## src/rtl/circuit1_pkg.sv

```systemverilog
// Shared width helpers and the z tie-break rule for the circuit1 pipelined datapath.
package circuit1_pkg;

  // When set, z = (d > e) ? d : e, so equal sums select e.
  localparam bit Z_TIE_SEL_E = 1'b1;

  function automatic int sum_w(input int w);
    return w + 1;
  endfunction

  function automatic int prod_w(input int w);
    return 2 * w;
  endfunction

endpackage

```

## src/rtl/circuit1_pipe_reg.sv

```systemverilog
// One elastic register stage: accepts when empty or when its consumer takes the held item.
module pipe_reg #(
  parameter int DW = 8
) (
  input  logic          Clk,
  input  logic          Rst,
  input  logic          in_valid,
  output logic          in_ready,
  input  logic [DW-1:0] din,
  output logic          out_valid,
  input  logic          out_ready,
  output logic [DW-1:0] dout
);

  logic          valid_q;
  logic          valid_d;
  logic [DW-1:0] data_q;
  logic [DW-1:0] data_d;

  assign in_ready  = !valid_q || out_ready;
  assign out_valid = valid_q;
  assign dout      = data_q;

  // An empty predecessor loads a bubble; payload only moves with a real item.
  always_comb begin
    valid_d = valid_q;
    data_d  = data_q;
    if (in_ready) begin
      valid_d = in_valid;
      if (in_valid) begin
        data_d = din;
      end
    end
  end

  always_ff @(posedge Clk or negedge Rst) begin
    if (!Rst) begin
      valid_q <= 1'b0;
      data_q  <= '0;
    end else begin
      valid_q <= valid_d;
      data_q  <= data_d;
    end
  end

endmodule

```

## src/rtl/circuit1_pipe.sv

```systemverilog
// Two-stage pipelined Circuit1: d=a+b, e=a+c, f=a*c; then z=max(d,e), x=f-d, borrow, result count.
module circuit1_pipe
  import circuit1_pkg::*;
#(
  parameter int WIDTH = 8,
  parameter int CNT_W = 16
) (
  input  logic                 Clk,
  input  logic                 Rst,
  input  logic                 in_valid,
  output logic                 in_ready,
  input  logic [WIDTH-1:0]     a,
  input  logic [WIDTH-1:0]     b,
  input  logic [WIDTH-1:0]     c,
  output logic                 out_valid,
  input  logic                 out_ready,
  output logic [WIDTH:0]       z,
  output logic [2*WIDTH-1:0]   x,
  output logic                 borrow,
  output logic [CNT_W-1:0]     out_count
);

  localparam int SW   = sum_w(WIDTH);
  localparam int PW   = prod_w(WIDTH);
  localparam int S1_W = 2 * SW + PW;
  localparam int S2_W = PW + SW + 1;

  logic [SW-1:0]    d_in;
  logic [SW-1:0]    e_in;
  logic [PW-1:0]    f_in;
  logic [S1_W-1:0]  s1_din;
  logic [S1_W-1:0]  s1_dout;
  logic             s1_valid;
  logic             s2_ready;

  logic [SW-1:0]    d_s1;
  logic [SW-1:0]    e_s1;
  logic [PW-1:0]    f_s1;
  logic             d_wins;
  logic [SW-1:0]    z_in;
  logic [PW-1:0]    x_in;
  logic             borrow_in;
  logic [S2_W-1:0]  s2_din;
  logic [S2_W-1:0]  s2_dout;

  logic [CNT_W-1:0] count_q;
  logic [CNT_W-1:0] count_d;

  assign d_in   = SW'(a) + SW'(b);
  assign e_in   = SW'(a) + SW'(c);
  assign f_in   = PW'(a) * PW'(c);
  assign s1_din = {d_in, e_in, f_in};

  pipe_reg #(.DW(S1_W)) u_stage1 (
    .Clk       (Clk),
    .Rst       (Rst),
    .in_valid  (in_valid),
    .in_ready  (in_ready),
    .din       (s1_din),
    .out_valid (s1_valid),
    .out_ready (s2_ready),
    .dout      (s1_dout)
  );

  assign d_s1 = s1_dout[S1_W-1 -: SW];
  assign e_s1 = s1_dout[PW +: SW];
  assign f_s1 = s1_dout[PW-1:0];

  // x wraps modulo 2^PW; borrow records that the subtraction went below zero.
  assign d_wins    = Z_TIE_SEL_E ? (d_s1 > e_s1) : (d_s1 >= e_s1);
  assign z_in      = d_wins ? d_s1 : e_s1;
  assign x_in      = f_s1 - PW'(d_s1);
  assign borrow_in = f_s1 < PW'(d_s1);
  assign s2_din    = {x_in, z_in, borrow_in};

  pipe_reg #(.DW(S2_W)) u_stage2 (
    .Clk       (Clk),
    .Rst       (Rst),
    .in_valid  (s1_valid),
    .in_ready  (s2_ready),
    .din       (s2_din),
    .out_valid (out_valid),
    .out_ready (out_ready),
    .dout      (s2_dout)
  );

  assign x      = s2_dout[S2_W-1 -: PW];
  assign z      = s2_dout[1 +: SW];
  assign borrow = s2_dout[0];

  always_comb begin
    count_d = count_q;
    if (out_valid && out_ready) begin
      count_d = count_q + CNT_W'(1);
    end
  end

  always_ff @(posedge Clk or negedge Rst) begin
    if (!Rst) begin
      count_q <= '0;
    end else begin
      count_q <= count_d;
    end
  end

  assign out_count = count_q;

endmodule
```

## config.mk

```make
export PLATFORM = sky130hd
export DESIGN_NAME = circuit1_pipe
export DESIGN_NICKNAME = d
export VERILOG_FILES = /design/src/rtl/circuit1_pkg.sv /design/src/rtl/circuit1_pipe_reg.sv /design/src/rtl/circuit1_pipe.sv
export SDC_FILE = /design/constraint.sdc
export NUM_CORES = 1
export LEC_CHECK = 0
export ABC_CLOCK_PERIOD_IN_PS = 2800
export CORE_MARGIN = 2
export CORE_UTILIZATION = 58
export CTS_CLUSTER_DIAMETER = 40
export CTS_CLUSTER_SIZE = 10
export DETAILED_ROUTE_END_ITERATION = 16
export PLACE_DENSITY = 0.86
export SLEW_MARGIN = 0
export SYNTH_ARGS = -nofsm -noshare
export SYNTH_HDL_FRONTEND = slang
export SYNTH_HIERARCHICAL = 1
export SYNTH_SLANG_ARGS = --single-unit
```

## constraint.sdc

```tcl
create_clock -name Clk -period 2.8 [get_ports Clk]
set_clock_uncertainty 0.15 [all_clocks]
set_input_delay 0.42 -clock Clk [delete_from_list [all_inputs] [get_ports Clk]]
set_output_delay 0.42 -clock Clk [all_outputs]
set_load 0.01 [all_outputs]
```

# [Word-level counts from Yosys, hierarchy flattened]
# Cells that the tools add are included.
[totals] ff_bits=78 inputBits=28 out_inout_bits=44
[classes] addsub=4 n_mul=1 magnitude_cmp=2 mux=1 reduce_logical=7
[ops] operator="8-bit by 8-bit adder with 9-bit output" n=2
[ops] operator="16-bit by 1-bit adder with 16-bit output, second input constant" n=1
[ops] operator="16-bit by 9-bit < comparator with 1-bit output" n=1
[ops] operator="8-bit by 8-bit multiplier with 16-bit output" n=1
[ops] operator="16-bit by 9-bit subtractor with 16-bit output" n=1
[ops] operator="9-bit greater-than comparator" n=1
[ops] operator="9-bit two-way mux" n=1
[ops] operator="2-bit AND reduction" n=2
[ops] operator="1-bit logical NOT" n=2
[ops] operator="1-bit logical OR" n=2
[ops] operator="1-bit logical AND" n=1

# [Depth between registers and ports, before layout]
[logic_depth] depth_word=4 ltp_mapped=16 ltp_nobuf=16

# [Hierarchy]
# The synthesis kept the hierarchy.
[by_module_without_submodules] mod="circuit1_pipe" instances=1 cells_each=501 area_per_inst_um2=4274.1 seq_area_each_um2=400.4
[by_module_without_submodules] mod="pipe_reg (u_stage1)" instances=1 cells_each=75 area_per_inst_um2=1463.9 seq_area_each_um2=875.8
[by_module_without_submodules] mod="pipe_reg (u_stage2)" instances=1 cells_each=58 area_per_inst_um2=1097.3 seq_area_each_um2=675.6

# [Least setup slack after synthesis]
# No wires, ideal clock.
[synth_path] path_type="input-to-reg" start="in a[1]" end="reg u_stage1.data_q[14] (netlist: u_stage1/dout[14])" setup_ps=125 arrival_time_ps=4138 required_time_ps=2525 setup_slack_ps=-1613 path_stages=14 path_cell_list="and2_1 fa_1 fa_1 inv_1 fa_1 fa_1 inv_1 ha_1 a21oi_1 o21ai_0 o41ai_1 or4_1 nand3_1 mux2_4"
[synth_via] elab_chain_cells=1
[synth_lines] element="from (decl)" line_no="circuit1_pipe.sv:12" source="input logic [WIDTH-1:0] a,"
[synth_lines] element="8-bit by 8-bit multiplier with 16-bit output" line_no="circuit1_pipe.sv:51" source="assign f_in = PW'(a) * PW'(c);"
[synth_lines] element="via f_in[14]" line_no="circuit1_pipe.sv:30" source="logic [PW-1:0] f_in;"
[synth_lines] element="to (signal assigned)" line_no="circuit1_pipe_reg.sv:42" source="data_q <= data_d;"
[synth_lines] element="to (decl)" line_no="circuit1_pipe_reg.sv:17" source="logic [DW-1:0] data_q;"
# The timed path passes the listed nets, and every way through them passes these cells.
# A chain may end at the register's enable or synchronous reset.

# [Worst setup path in the final report]
[layout_path] start="in a[2]" end="reg u_stage1.data_q[10] (netlist: u_stage1/dout[10])"
# Same word-level chain as after synthesis.

==> summary.txt <==
Run status
  • Status: complete, but fails checks
  • Failing checks: setup timing

Cells and area
  • Diode count: 0
  • Layout Utilization: ~77%
  • Share of layout cells above drive strength 1: 30.8%
  • Design Area, Final: 0.00884 sq mm
  • Fillcell total: 697
  • Nets@finish: 908
  • Area growth, synth to finish: 29.3%

Critical path
  • Worst r2r path cells: 8
  • Crit Path Max Fanout: 6
  • Setup CP Type: input port to register
  • Critical path required time: 2.87 ns
  • Worst Path Arrival: around 4 ns
  • Worst setup SP type: input port
  • Crit. End Element: register

Floorplan
  • Die Span Y: 113 microns
  • Total Die Area: 0.0127 sq mm
  • Die width: approximately 110 microns
  • Placeable Area: 0.0115 sq mm
  • Initial Utilization: 59.6%
  • Num rows: 39
  • # IOs: 72

Route
  • Final antenna-violating net count: 0
  • WL final: 17,600 microns
  • DR pass1 iterations: 7
  • Number of DRC markers in iteration 0: roughly 430
  • Wire per inst: approximately 19 microns
  • Drt drc: 0
  • Via Count: around 5,300
  • Vias per cell: roughly 5.8

Logic synthesis
  • Post-Syn Area: 0.00684 sq mm
  • EDFF count, synth: 0
  • Warnings, synthesis: 6
  • Seq/Total Area, Yosys: 28.6%
  • Flops & latches, synth: 78
  • Yosys cell types: 58
  • Synth Area per Inst: 10.8 sq um
  • Synth Flop Type: dfrtp_1
  • Asr flop ratio synth: 100%
  • Mapped Cells: 634
  • Syn nets: 772

STA
  • Fmax: 0.254 GHz
  • Worst Max-Slew Pin Slew: 0.963 ns
  • Final Hold Fails: 0
  • Worst rel slew slack: 35.8%
  • RSZ-0062 raised after global routing: yes
  • Final setup vio count: 12
  • Final WS setup: -1.13 ns
  • Slew Viols, Final: 0
  • Period utilisation layout: 140%
  • Hold WS: approximately 0.074 ns
  • Post-layout min period: 3.93 ns

Global routing
  • Largest net degree at the start of global routing: between 70 and 80
  • First-pass GRT wire length: roughly 28,000 microns
  • Initial antenna violation count: 0
  • Vias in the first global route: 5,657
  • Overflow after GRT: 0
  • GRT Total Usage: 28.1%

Clocking
  • Clock latency at the later pin of the worst-skew pair: 0.34 ns
  • Root Driver: clkbuf_16
  • Clock slew at reported path FFs: 0.06 ns
  • Sink Count: 78
  • Post-CTS Hold Buffers: 0
  • H-tree levels: 3
  • TritonCTS clock tree: done
  • Clock Tree Buf Depth: 2
  • TritonCTS Buffers: 9

Power
  • Max VDD drop: 0.000688 V
  • Pwr Total: 0.00798 W
  • Pwr dens: 903 mW/mm^2
  • P_leak: roughly 4.3 nW

Place
  • Dpl hpwl: 12,600 microns
  • Port Buf Inserts: 71
  • Placed Area: 0.00821 sq mm
  • Pre-CTS setup slack: -2.08 ns
  • GP Congestion: 0.886

Flow run
  • MaxCap Viol Count: 0

Min path
  • Hold Crit Class: input port to asynchronous set/reset pin
## worst paths after layout
path / to / start / slack, ns
worst max-delay path: u_stage1/dout[10] / a[2] / -1.13
worst min-delay path: u_stage2/dout[25] / Rst / 0.07
worst max register to register: u_stage2/dout[23] / u_stage1/dout[33] / 0.09
worst min register to register: out_count[15] / out_count[15] / 0.32
max in group asynchronous: u_stage1/dout[4] / Rst / 1.79
min in group Clk: out_count[15] / out_count[15] / 0.32
## synthesized netlist by cell type, types with 2 or more instances
| library cell | number | area [sq um] |
|---|---|---|
| nand4_1 | 4 | 25.0 |
| a21boi_0 | 3 | 22.5 |
| nand2b_1 | 5 | 31.3 |
| mux2i_1 | 8 | 80.1 |
| buf_2 | 2 | 10.0 |
| nand3_1 | 10 | 50.1 |
| a31oi_1 | 2 | 12.5 |
| and3_1 | 3 | 18.8 |
| mux2_4 | 50 | 751 |
| a21o_1 | 5 | 37.5 |
| mux2_2 | 13 | 146 |
| or3_1 | 3 | 18.8 |
| inv_1 | 86 | 323 |
| a211oi_1 | 6 | 45.0 |
| xnor2_1 | 37 | 324 |
| or3_4 | 2 | 22.5 |
| nand2b_4 | 2 | 27.5 |
| nand2_1 | 34 | 128 |
| dfrtp_1 | 78 | 1950 |
| and2_1 | 46 | 288 |
| and4_1 | 3 | 26.3 |
| o32a_1 | 2 | 20.0 |
| o21ai_0 | 15 | 75.1 |
| a311oi_1 | 2 | 17.5 |
| o21a_1 | 4 | 30.0 |
| buf_6 | 2 | 22.5 |
| xor2_1 | 9 | 78.8 |
| o211ai_1 | 5 | 37.5 |
| nor3_1 | 7 | 35.0 |
| a21oi_1 | 24 | 120 |
| ha_1 | 71 | 888 |
| nor2b_1 | 4 | 25.0 |
| o31ai_1 | 3 | 22.5 |
| buf_12 | 3 | 60.1 |
| nand2_4 | 2 | 22.5 |
| nor2_1 | 19 | 71.3 |
| fa_1 | 39 | 781 |
## registers in the layout, indices dropped and copies added, names as in the netlist
name and cells:
u_stage2/dout 26, u_stage1/dout 34, u_stage1/out_valid 1, u_stage2/out_valid 1
out_count 16
## power by group
| group | leakage, nW | total [W] | internal (W) | switching (W) |
|---|---|---|---|---|
| Combinational | 3.22 | 0.00499 | 0.00271 | 0.00228 |
| Sequential | 0.946 | 0.00190 | 0.00154 | 0.000367 |
| Clock | 0.129 | 0.00109 | 0.000606 | 0.000481 |
| Total | 4.30 | 0.00798 | 0.00486 | 0.00312 |
## cells in the final DEF, fill, tap and decap left out, types with 6 or more instances in the layout
cell type,count
and2_1,30
mux2_4,50
a21oi_1,17
buf_4,51
mux2_2,13
xnor2_1,33
and2_4,16
inv_2,8
nor2_1,17
nor3_1,7
ha_1,58
dfrtp_1,78
fa_1,35
o21ai_0,10
clkdlybuf4s50_1,54
nand3_1,10
a211oi_1,6
inv_1,78
ha_4,11
clkbuf_16,9
mux2i_1,8
xor2_1,9
nand2_1,28
buf_6,17
## critical path, stage by stage
cell,delay [ns]
buf_8,0.11
and2_4,0.15
fa_2,0.39
fa_1,0.50
inv_2,0.05
fa_1,0.48
fa_1,0.53
inv_2,0.05
ha_4,0.25
a21oi_4,0.14
o21ai_4,0.10
o41ai_4,0.29
buf_4,0.19
xnor2_2,0.07
mux2_4,0.29
## metal layers
layer | global-route usage [%] | vias up | part of all wire [%]
li1 | - | 2436 | -
met1 | 32.7 | 2687 | 39
met2 | 52.7 | 172 | 54
met3 | 3.78 | 45 | 3.8
met4 | 10.2 | 0 | 2.7
met5 | 0 | - | 0
## cell type report
cell class	instances	area, sq um	share of cell area (%)
tap	143	179	2.02
timing repair buffer	132	1240	14.1
clock inverter	6	46.3	0.524
clock buffer	10	229	2.59
inverter	86	323	3.65
sequential	78	1950	22.1
multi-input combinational	463	4860	55.0
## metrics by stage
step | std cells | setup TNS (ns)
2_1_floorplan | 634 | -10.43
3_3_place_gp | 898 | -22.80
3_5_place_dp | 898 | -23.96
4_1_cts | 918 | -10.95
5_1_grt | 918 | -11.86
6_report | 918 | -10.96
## cells by family (layout without fill, tap and decap cells)
| kind of cell | Yosys count | count (layout) | share of synthesized area (%) |
|---|---|---|---|
| AOI/OAI and AO/OA | 84 | 84 | 8.26 |
| xor gates and xnor gates | 46 | 46 | 5.89 |
| adders and majority gates | 110 | 110 | 24.4 |
| buffers and inverters | 93 | 234 | 6.08 |
| DFF | 78 | 78 | 28.6 |
| muxes | 71 | 71 | 14.3 |
| and+or+nand+nor | 152 | 152 | 12.5 |
## what timing repair did
action | 4_1_cts | 5_1_grt
endpoints found under the hold margin | 0 | 0
buffers inserted | 5 | 1
gates resized for setup | 131 | 31
pin swaps | 39 | 22
setup endpoints to repair | 14 | 13
Power figures use the tool's default switching activity.
